<file path="config.mk">
export PLATFORM = sky130hd
export DESIGN_NAME = binary_search_controller
export DESIGN_NICKNAME = d
export VERILOG_FILES = /design/src/rtl/binary_search_controller.sv
export SDC_FILE = /design/constraint.sdc
export NUM_CORES = 1
export LEC_CHECK = 0
export ABC_AREA = 1
export BUFFER_PORTS_ARGS = -buffer_cell sky130_fd_sc_hd__clkbuf_2
export CELL_PAD_IN_SITES_DETAIL_PLACEMENT = 1
export CELL_PAD_IN_SITES_GLOBAL_PLACEMENT = 1
export CORE_UTILIZATION = 30
export DETAILED_ROUTE_END_ITERATION = 8
export GPL_TIMING_DRIVEN = 0
export PLACE_DENSITY_LB_ADDON = 0.25
export SETUP_SLACK_MARGIN = 0.15
export SLEW_MARGIN = 20
export SYNTH_ARGS = -nofsm -noshare
export SYNTH_HDL_FRONTEND = slang
export SYNTH_SLANG_ARGS = --single-unit
</file>
<file path="constraint.sdc">
create_clock -name clk -period 1.15 [get_ports clk]
set_clock_uncertainty 0.15 [all_clocks]
set_input_delay 0.23 -clock clk [delete_from_list [all_inputs] [get_ports clk]]
set_output_delay 0.23 -clock clk [all_outputs]
set_load 0.02 [all_outputs]
</file>
<file path="src/rtl/binary_search_controller.sv">
// binary_search_controller: sequencing FSM for the binary search datapath/ROM.
// Drives one datapath strobe at a time, waits out the ROM read latency before
// each fetch and reports completion through a busy/done level handshake.
// Optional build macro BSA_PROBE_COUNT_EN adds the probe_count output.
//
// state   | meaning
// --------+------------------------------------------------------------
// IDLE    | waiting for start, all strobes low
// LOAD    | init strobe: datapath loads A, left=0, right=max, addr=mid
// READ    | waiting ROM_LATENCY cycles for data_out to settle
// FETCH   | update_arr_data: capture data_out
// COMPARE | classify equal / greater_than, remember direction
// ADJUST  | update_left or update_right according to direction
// CHECK   | continue_search ? update_addr and re-read : give up
// HIT     | value_found strobe
// MISS    | value_not_found strobe
// DONE    | done high until start drops
module binary_search_controller #(
  parameter int ROM_LATENCY = 1,
  parameter int ADDR_WIDTH  = 5
) (
  input  logic clk,
  input  logic reset_n,
  input  logic start,
  input  logic equal,
  input  logic greater_than,
  input  logic continue_search,
  output logic init,
  output logic update_arr_data,
  output logic update_left,
  output logic update_right,
  output logic update_addr,
  output logic value_found,
  output logic value_not_found,
  output logic busy,
`ifdef BSA_PROBE_COUNT_EN
  output logic [$clog2(ADDR_WIDTH+2)-1:0] probe_count,
`endif
  output logic done
);

  typedef enum logic [3:0] {
    S_IDLE,
    S_LOAD,
    S_READ,
    S_FETCH,
    S_COMPARE,
    S_ADJUST,
    S_CHECK,
    S_HIT,
    S_MISS,
    S_DONE
  } state_t;

  localparam logic [3:0] WAIT_INIT = 4'(ROM_LATENCY - 1);

  state_t     state_q, state_d;
  logic [3:0] wait_cnt_q, wait_cnt_d;
  // Set means the last compare found A above the probe, so the left bound moves.
  logic       dir_left_q, dir_left_d;

  // State, wait counter and direction registers.
  always_ff @(posedge clk or negedge reset_n) begin
    if (!reset_n) begin
      state_q    <= S_IDLE;
      wait_cnt_q <= 4'd0;
      dir_left_q <= 1'b0;
    end else begin
      state_q    <= state_d;
      wait_cnt_q <= wait_cnt_d;
      dir_left_q <= dir_left_d;
    end
  end

  // Next-state and strobe decode; update_addr is Mealy on continue_search.
  always_comb begin
    state_d         = state_q;
    wait_cnt_d      = wait_cnt_q;
    dir_left_d      = dir_left_q;
    init            = 1'b0;
    update_arr_data = 1'b0;
    update_left     = 1'b0;
    update_right    = 1'b0;
    update_addr     = 1'b0;
    value_found     = 1'b0;
    value_not_found = 1'b0;
    busy            = (state_q != S_IDLE) && (state_q != S_DONE);
    done            = (state_q == S_DONE);

    case (state_q)
      S_IDLE: begin
        if (start) state_d = S_LOAD;
      end
      S_LOAD: begin
        init       = 1'b1;
        wait_cnt_d = WAIT_INIT;
        state_d    = S_READ;
      end
      S_READ: begin
        if (wait_cnt_q == 4'd0) state_d = S_FETCH;
        else                    wait_cnt_d = wait_cnt_q - 4'd1;
      end
      S_FETCH: begin
        update_arr_data = 1'b1;
        state_d         = S_COMPARE;
      end
      S_COMPARE: begin
        if (equal) begin
          state_d = S_HIT;
        end else begin
          dir_left_d = greater_than;
          state_d    = S_ADJUST;
        end
      end
      S_ADJUST: begin
        if (dir_left_q) update_left  = 1'b1;
        else            update_right = 1'b1;
        state_d = S_CHECK;
      end
      S_CHECK: begin
        if (continue_search) begin
          update_addr = 1'b1;
          wait_cnt_d  = WAIT_INIT;
          state_d     = S_READ;
        end else begin
          state_d = S_MISS;
        end
      end
      S_HIT: begin
        value_found = 1'b1;
        state_d     = S_DONE;
      end
      S_MISS: begin
        value_not_found = 1'b1;
        state_d         = S_DONE;
      end
      S_DONE: begin
        if (!start) state_d = S_IDLE;
      end
      default: state_d = S_IDLE;
    endcase
  end

`ifdef BSA_PROBE_COUNT_EN
  localparam int PCW = $clog2(ADDR_WIDTH + 2);

  logic [PCW-1:0] probe_count_q, probe_count_d;

  // Probe counter: cleared by LOAD, bumped per FETCH, held otherwise.
  always_comb begin
    probe_count_d = probe_count_q;
    if (state_q == S_LOAD)       probe_count_d = '0;
    else if (state_q == S_FETCH) probe_count_d = probe_count_q + PCW'(1);
  end

  // Probe counter register.
  always_ff @(posedge clk or negedge reset_n) begin
    if (!reset_n) probe_count_q <= '0;
    else          probe_count_q <= probe_count_d;
  end

  assign probe_count = probe_count_q;
`endif

endmodule

</file>
==> results of run 1 <==
## critical path, stage by stage, from the launching register on
cell	delay, ns
dfrtp_2	0.49
inv_4	0.08
nor2_4	0.13
nand2_2	0.10
nor2_4	0.12
buf_8	0.12
## layout make-up
type                       count  area (sq um)  share of cell area (%)
multi-input combinational     64         439.2                   43.82
sequential                     9         229.0                   22.85
timing repair buffer          25         214.0                   21.35
inverter                      15         61.31                   6.117
tap                           25         31.28                   3.121
clock buffer                   3         22.52                   2.247
clock inverter                 1         5.005                  0.4994
## power breakdown
part | switching, mW | leakage [nW] | internal (mW)
clock | 0.124 | 0.0177 | 0.129
combinational | 1.08 | 0.390 | 0.782
sequential | 0.223 | 0.111 | 0.458
## worst min path at each step
stage | endpoint | depth (start not counted) | from
2_1_floorplan | dir_left_q$_DFFE_PN0P_ | 0 | reset_n
3_3_place_gp | dir_left_q$_DFFE_PN0P_ | 1 | reset_n
3_5_place_dp | dir_left_q$_DFFE_PN0P_ | 1 | reset_n
4_1_cts | dir_left_q$_DFFE_PN0P_ | 3 | greater_than
5_1_grt | state_q[0]$_DFFE_PN0P_ | 3 | start
6_report | state_q[0]$_DFFE_PN0P_ | 3 | start
## cell families (layout without fill, tap and decap cells)
| family | Yosys count | in the layout |
|---|---|---|
| buffers and inverters | 15 | 44 |
| AOI/OAI and AO/OA | 7 | 7 |
| xor gates and xnor gates | 2 | 2 |
| DFF | 9 | 9 |
| and+or+nand+nor | 53 | 53 |
| adders and majority gates | 2 | 2 |
## synth_stat cells
master | n | share of area [%]
nand2_1 | 28 | 18
nor2_1 | 13 | 8.2
inv_1 | 12 | 7.6
dfrtp_1 | 9 | 38
nand3_1 | 3 | 2.5
nor2_2 | 3 | 3.2
a21oi_1 | 2 | 1.7
ha_1 | 2 | 4.2
inv_2 | 2 | 1.3
nor3_1 | 2 | 1.7
o21ai_0 | 2 | 1.7
o21ai_1 | 2 | 1.7
xor2_1 | 2 | 2.9
clkinv_1 | 1 | 0.63
nand3_2 | 1 | 1.7
nand3b_1 | 1 | 1.3
nor3_2 | 1 | 1.7
o21ai_2 | 1 | 1.5
or2_0 | 1 | 1.1
## repair_timing
item	CTS	global route
hold endpoints to repair	9	0
pin swaps	5	5
hold buffers	1	0
buffers inserted	5	5
gates resized for setup	29	21
endpoints found under the setup margin	18	18
## layer usage
| layer | GRT usage [%] | vias to the layer above | part of all wire [%] |
|---|---|---|---|
| met3 | 5.882 | 0 | 3.9 |
| met2 | 30.00 | 17 | 57 |
| met1 | 19.33 | 318 | 39 |
| met5 | 0 | - | 0 |
| met4 | 3.529 | 0 | 0 |
| li1 | - | 325 | - |
## flip-flops by register name (all words and copies together) (netlist names)
signal,cells
state_q,4
dir_left_q,1
wait_cnt_q,4
## per-stage QoR
stage / power, mW / utilization, % / worst slack, ns
6_report: 2.794 / 56.21 / -0.5442
5_1_grt: 3.026 / 56.21 / -0.6221
4_1_cts: 2.487 / 51.09 / -0.5154
3_5_place_dp: 1.847 / 41.05 / -0.3835
3_3_place_gp: 1.820 / 41.05 / -0.3688
2_1_floorplan: 1.540 / - / -0.1819
==> impl_metrics.tcl, run 1 <==
set metrics [dict create \
    run_status "finished, violations left" \
    violations "setup timing" \
    worstReg2RegEnd "wait_cnt_q[3]$_DFFE_PN0P_" \
    drc 0 \
    gp_congestion 0.7851 \
    row_count 15 \
    ff2ff_path_depth 9 \
    hold_path.class "input pin to flip-flop" \
    num_vias 660 \
    synthSimpleGateAreaFrac_pct 38.95 \
    final_cell_mix "19 x nand2_1, 8 x inv_1, 8 x buf_4, 7 x clkbuf_2" \
    fmax_mhz 590.3 \
    first_pass_iters 4 \
    power_leakage_nw 0.5184 \
    critPathLaunchType "flip-flop" \
    overflow 0 \
    synthAdderAreaFrac_pct 4.211 \
    hold_slack_ns 0.05886 \
    post-route-period-util_pct 147.3 \
    final_cells 142 \
    die_h_microns 46.51 \
    synth_area_sq_um 594.3 \
    path_class "flip-flop to output pin" \
    r2r_start "state_q[2]$_DFFE_PN0P_" \
    fin_area_sq_um 1002 \
    r2r_slack_ns -0.39 \
    yosysSeqAreaShare_pct 37.89 \
    post-route-min-period_ns 1.694 \
    power_density_nw_per_um2 2788 \
    setup_viol 18 \
    yosys.area_share.xor_xnor_pct 2.947 \
    syn-instance-count 88 \
    arrival_ns 1.31 \
    crit_start "state_q[1]$_DFFE_PN0P_" \
    dpl.hpwl_microns 1146 \
    ir_worst_vdd_uv 1283 \
    grt_first_pass_wirelength_microns 2539 \
    clk_pin_slew_worst_paths_ns 0.07 \
    cts.path.max_buffers 2 \
    max_slew_margin_pct 83.55 \
    final_common_cell "nand2_1" \
    initialDrtViolationCount 9 \
    hold_violations 0 \
    tritoncts "built" \
    synth_top_family_by_area "simple AND/OR/NAND/NOR gates" \
    dp_cells 127 \
    die-area_sq_um 2163 \
    dpl_cell_area_sq_um 732.0 \
    htreeDepth 1 \
    grt_usage_pct 16.95 \
    portBuffers 14 \
    cts_root_buf "clkbuf_4" \
    grt_pass1_vias 613 \
    initial_core_util_pct 33.33 \
    cap_violations 0 \
    cp-end-kind "output pin" \
    wirelength_microns 1864 \
    syn_avg_cell_area_sq_um 6.754 \
    worstMarginPinSlew_ns 0.2458 \
    clock_latency_ns 0.27 \
    synth-seq-cells 9 \
    routedWlPerCell_microns 13.13 \
    path_max_fanout 6 \
    die_x_microns 46.51 \
    ioPinCount 15 \
    core_sq_um 1783 \
    syn-num-nets 96 \
    fill_cells 226 \
    grt_max_degree 10 \
    worst_slack_ns -0.5442 \
    muxShareOfSynthArea_pct 0 \
    antenna_found_initial 0 \
    area_delta_synth_final_pct 68.63 \
    worstPathRequired_ns 0.77 \
    cp-endpoint "update_addr" \
    final_max_slew_viol_count 0 \
    cts.sinks 9 \
    drive_gt1_share_pct 53.85 \
    ys.warnings.count 0 \
    ys_types 19 \
    diodes 0 \
    via_per_inst 4.648 \
    nets 126 \
    rsz0062_at_grt "true" \
    cts_buffers 3 \
    synth_compound_area_share_pct 6.526 \
    ant_nets 0 \
    setup_tns_ns -7.260 \
]
(Power assumes the default switching activity.)
==> run 2, diff against run 1 <==
--- a/config.mk
+++ b/config.mk
@@ -10,6 +10,7 @@
 export CELL_PAD_IN_SITES_DETAIL_PLACEMENT = 1
 export CELL_PAD_IN_SITES_GLOBAL_PLACEMENT = 1
 export CORE_UTILIZATION = 30
+export CTS_BUF_LIST = sky130_fd_sc_hd__clkbuf_16
 export DETAILED_ROUTE_END_ITERATION = 8
 export GPL_TIMING_DRIVEN = 0
 export PLACE_DENSITY_LB_ADDON = 0.25
==> run 2 against run 1 <==
Effect of this change: the flow still finishes with violations (setup timing); fmax grew 0.10%; critical path depth did not move; power is 11% higher; setup slack improved by 0.0018 ns; utilization increased by 1.3 points; global-route usage grew 2.1 points; worst hold slack better by 0.049 ns; critical path type unchanged; largest power group unchanged.
==> impl_metrics.tcl, run 2 (same netlist as run 1, synthesis figures left out) <==
set metrics [dict create \
    clock_latency_ns 0.23 \
    largestRegisters "state_q: 4 flops, wait_cnt_q: 4 flops, dir_left_q: 1 flops" \
    worstMarginPinSlew_ns 0.2707 \
    htreeDepth 1 \
    overflow 0 \
    grt_first_pass_wirelength_microns 2842 \
    path_max_fanout 3 \
    power_density_nw_per_um2 3033 \
    cts_root_buf "clkbuf_16" \
    final_max_slew_viol_count 0 \
    crit_slowest_cell "dfrtp_1" \
    post-route-min-period_ns 1.692 \
    gp_congestion 0.7851 \
    post-route-util_pct 57.47 \
    drc 0 \
    first_pass_iters 3 \
    die_x_microns 46.51 \
    worst_slack_ns -0.5424 \
    hold_path.class "input pin to flip-flop" \
    row_count 15 \
    cp-endpoint "init" \
    power_leakage_nw 0.5246 \
    cts.path.max_buffers 2 \
    dpl.hpwl_microns 1146 \
    rsz0062_at_grt "true" \
    worstPathRequired_ns 0.77 \
    grt_pass1_vias 663 \
    ir_worst_vdd_uv 1334 \
    crit_start "state_q[2]$_DFFE_PN0P_" \
    grt_max_degree 10 \
    core_sq_um 1783 \
    die-area_sq_um 2163 \
    hold_violations 0 \
    slowest_delay_ns 0.40 \
    cts_buffers 3 \
    r2r_start "state_q[2]$_DFFE_PN0P_" \
    nets 126 \
    arrival_ns 1.31 \
    area_delta_synth_final_pct 72.42 \
    ant_nets 0 \
    fmax_mhz 590.9 \
    violations "setup timing" \
    wirelength_microns 1954 \
    cap_violations 0 \
    initial_core_util_pct 33.33 \
    antenna_found_initial 0 \
    via_per_inst 4.606 \
    hold_slack_ns 0.1078 \
    cts.sinks 9 \
    initialDrtViolationCount 9 \
    tritoncts "built" \
    diodes 0 \
    die_h_microns 46.51 \
    setup_viol 18 \
    hold_depth 3 \
    max_slew_margin_pct 81.76 \
    final_common_cell "nand2_1" \
    worstPathCellList "buf_4 > nor2_1 > nand2_1 > inv_2 > clkbuf_4" \
    critPathLaunchType "flip-flop" \
    run_status "finished, violations left" \
    r2r_slack_ns -0.42 \
    drive_gt1_share_pct 49.57 \
    grt_usage_pct 19.03 \
    worstReg2RegEnd "wait_cnt_q[2]$_DFFE_PN0P_" \
    clk_pin_slew_worst_paths_ns 0.04 \
    post-route-period-util_pct 147.2 \
    portBuffers 14 \
    final_cell_mix "21 x nand2_1, 9 x inv_1, 8 x buf_4" \
    routedWlPerCell_microns 13.76 \
    ioPinCount 15 \
    ff2ff_path_depth 8 \
    num_vias 654 \
    cp-end-kind "output pin" \
    path_class "flip-flop to output pin" \
]
==> run 2: what timing repair did <==
action / CTS / global route
resized for setup: 30 / 9
setup buffers: 5 / 5
setup endpoints to repair: 18 / 18
pin swaps: 5 / 4
hold buffers: 1 / 0
endpoints found under the hold margin: 9 / 0
==> run 2: metrics by stage <==
| step | total power [mW] | cells | TNS (ns) | setup slack [ns] | area (sq um) |
|---|---|---|---|---|---|
| after global placement | 1.820 | 127 | -4.248 | -0.3688 | 732.0 |
| after global routing | 3.339 | 142 | -8.385 | -0.6187 | 1025 |
| after CTS | 2.877 | 137 | -6.095 | -0.4756 | 958.4 |
| final | 3.108 | 142 | -7.028 | -0.5424 | 1025 |
| after floorplan | 1.540 | 88 | -1.727 | -0.1819 | 630.6 |
| after detailed placement | 1.847 | 127 | -4.459 | -0.3835 | 732.0 |
==> run 2: worst min path at each step <==
stage / startpoint / end / slack, ns
after floorplan: reset_n / dir_left_q$_DFFE_PN0P_ / -0.22
after CTS: greater_than / dir_left_q$_DFFE_PN0P_ / 0.09
final: greater_than / dir_left_q$_DFFE_PN0P_ / 0.11
after global routing: greater_than / dir_left_q$_DFFE_PN0P_ / 0.11
after global placement: reset_n / dir_left_q$_DFFE_PN0P_ / -0.05
after detailed placement: reset_n / dir_left_q$_DFFE_PN0P_ / -0.06
==> run 2: metal layers <==
layer / global-route usage, % / wire length (microns) / vias up
li1: - / - / 327
met3: 5.882 / 51 / 0
met4: 3.529 / 0 / 0
met2: 35.28 / 1113 / 13
met5: 0 / 0 / -
met1: 20.95 / 789 / 314
==> run 2: power breakdown <==
part | internal (mW) | switching, mW | total, mW | leakage [nW]
registers | 0.460 | 0.215 | 0.676 | 0.111
clock network | 0.458 | 0.153 | 0.611 | 0.0409
logic | 0.746 | 1.07 | 1.82 | 0.373
total | 1.66 | 1.44 | 3.11 | 0.525
==> run 2: cell type report <==
type	count	area [sq um]
multi-input combinational	64	424.2
inverter	15	61.31
fill	215	758.2
tap	25	31.28
clock buffer	3	75.07
sequential	9	229.0
timing repair buffer	25	198.9
clock inverter	1	5.005
==> run 2: worst max-delay path: cells and delay by family (launching register included) <==
kind,cells,cell delay (ns)
buffers and inverters,3,0.38
DFF,1,0.40
and+or+nand+nor,2,0.30
==> run 3, diff against run 2 <==
==> constraint.sdc (replaced) <==
create_clock -name clk -period 2.1 [get_ports clk]
set_clock_uncertainty 0.15 [all_clocks]
set_input_delay 0.42 -clock clk [delete_from_list [all_inputs] [get_ports clk]]
set_output_delay 0.42 -clock clk [all_outputs]
set_load 0.02 [all_outputs]
==> run 3 against run 2 <==
Effect of this change: the flow now finishes without violations; critical path depth unchanged; non-clock buffer count shrank 9; power decreased by 57%; via count down 5.7%; sequential cell count is the same; die area stayed put; critical path type unchanged; largest cell class unchanged.
==> impl_metrics.tcl, run 3 (same netlist as run 1, synthesis figures left out) <==
set metrics [dict create \
    run_status "complete, no violations" \
    core_sq_um 1783 \
    final_common_cell "nand2_1" \
    post-route-min-period_ns 1.863 \
    grt_max_degree 10 \
    path_common_cell "nor2_2" \
    ir_worst_vdd_uv 717.8 \
    drc 0 \
    path_max_fanout 6 \
    clk_pin_slew_worst_paths_ns 0.04 \
    htreeDepth 1 \
    ioPinCount 15 \
    wirelength_microns 1591 \
    overflow 0 \
    clock_latency_ns 0.23 \
    crit_family "flip-flops" \
    cts.path.max_buffers 2 \
    cts_root_buf "clkbuf_16" \
    fill_cells 244 \
    power_density_nw_per_um2 1649 \
    final_cell_mix "28 x nand2_1, 13 x inv_1, 13 x clkbuf_2, 11 x nor2_1, 7 x dfrtp_1" \
    initial_core_util_pct 33.33 \
    ant_nets 0 \
    fmax_mhz 536.8 \
    place_ws_ns 0.3886 \
    gp_congestion 0.7661 \
    cap_violations 0 \
    via_per_inst 4.639 \
    multi_input_area_sq_um 329.1 \
    cts_buffers 3 \
    dpl.hpwl_microns 1251 \
    crit_slowest_cell "dfrtp_2" \
    largestRegisters "state_q: 4 flops, wait_cnt_q: 4 flops, dir_left_q: 1 flops" \
    hold_violations 0 \
    cts.sinks 9 \
    area_delta_synth_final_pct 36.42 \
    row_count 15 \
    first_pass_iters 4 \
    drive_gt1_share_pct 27.78 \
    path_depth 5 \
    ff2ff_path_depth 6 \
    setup_tns_ns 0 \
    worstPathRequired_ns 1.53 \
    slowest_delay_ns 0.44 \
    diodes 0 \
    worstPathCellList "inv_2 > nor2_2 > nand2_1 > nor2_2 > buf_2" \
    hold_path.class "input pin to flip-flop" \
    worstMarginPinSlew_ns 0.2612 \
    setup_viol 0 \
    worst_slack_ns 0.2372 \
    register_area_sq_um 227.7 \
    routedWlPerCell_microns 11.96 \
    tritoncts "built" \
    die_h_microns 46.51 \
    die_x_microns 46.51 \
    path_class "flip-flop to output pin" \
    max_slew_margin_pct 82.45 \
    num_vias 617 \
    grt_pass1_vias 583 \
    die-area_sq_um 2163 \
    initialDrtViolationCount 9 \
    critPathLaunchType "flip-flop" \
    power_leakage_nw 0.4543 \
    cp_num_buf_inv 2 \
    portBuffers 14 \
    antenna_found_initial 0 \
    arrival_ns 1.29 \
    post-route-period-util_pct 88.70 \
    final_max_slew_viol_count 0 \
    hold_depth 3 \
    grt_usage_pct 17.86 \
    cp-end-kind "output pin" \
    rsz0062_at_grt "true" \
    nets 117 \
    grt_first_pass_wirelength_microns 2601 \
]
==> run 3: changes by cell type in the layout (fill, tap and decap cells not counted), moves of 3 or more <==
| cell | before | now |
|---|---|---|
| nand2_4 | 3 | 0 |
| nor2_4 | 6 | 1 |
| clkbuf_4 | 5 | 0 |
| nand2_2 | 4 | 0 |
| buf_4 | 8 | 1 |
| clkbuf_2 | 6 | 13 |
| inv_1 | 9 | 13 |
| nor2_1 | 6 | 11 |
| nand2_1 | 21 | 28 |
| buf_6 | 3 | 0 |
==> run 3: what timing repair did <==
item                                    4_1_cts  5_1_grt
pin swaps                                     0        1
hold buffers                                  1        0
resized for setup                             2        5
hold endpoints to repair                      9        0
endpoints found under the setup margin        1        5
setup buffers                                 0        1
==> run 3: routing by layer <==
| layer | part of all wire [%] | track usage [%] |
|---|---|---|
| met1 | 44 | 21.51 |
| met2 | 52 | 29.44 |
| met3 | 4.3 | 7.059 |
| met4 | 0 | 4.118 |
| met5 | 0 | 0 |
==> run 3: path summary, 6_finish.rpt <==
kind	startpoint	end	slack, ns
min in group asynchronous	reset_n	wait_cnt_q[2]$_DFFE_PN0P_	0.43
min reg2reg	wait_cnt_q[0]$_DFFE_PN0P_	wait_cnt_q[0]$_DFFE_PN0P_	0.35
min	greater_than	dir_left_q$_DFFE_PN0P_	0.29
max	state_q[1]$_DFFE_PN0P_	update_addr	0.24
max reg2reg	state_q[2]$_DFFE_PN0P_	wait_cnt_q[1]$_DFFE_PN0P_	0.63
max in group asynchronous	reset_n	state_q[0]$_DFFE_PN0P_	1.16
==> run 3: worst reg2reg max path, delay by kind of cell (launching register included) <==
kind            cells  cell delay (ns)
compound gates      1             0.11
simple gates        4             0.61
flops               1             0.39
buf+inv             1             0.14
==> run 3: final cells by class <==
type | count | area share, %
sequential | 9 | 28.09
timing repair buffer | 16 | 10.80
multi-input combinational | 64 | 40.59
clock buffer | 3 | 9.259
inverter | 15 | 6.944
tap | 25 | 3.858
clock inverter | 1 | 0.4630
==> run 3: stage by stage <==
stage / cells / instance area [sq um] / util (%) / total power [mW] / hold WS [ns]
floorplan: 88 / 594.3 / - / 0.7814 / -0.02559
global placement: 127 / 695.7 / 39.02 / 0.9326 / 0.1350
detailed placement: 127 / 695.7 / 39.02 / 0.9635 / 0.1435
CTS: 132 / 790.8 / 44.35 / 1.315 / 0.2926
global route: 133 / 810.8 / 45.47 / 1.455 / 0.3041
finish: 133 / 810.8 / 45.47 / 1.337 / 0.2889
==> run 3: where the power goes <==
| part | total, mW | internal, mW | switching, mW |
|---|---|---|---|
| Combinational | 0.666 | 0.226 | 0.440 |
| Clock | 0.331 | 0.249 | 0.0823 |
| Sequential | 0.340 | 0.250 | 0.0900 |
| Total | 1.34 | 0.725 | 0.612 |
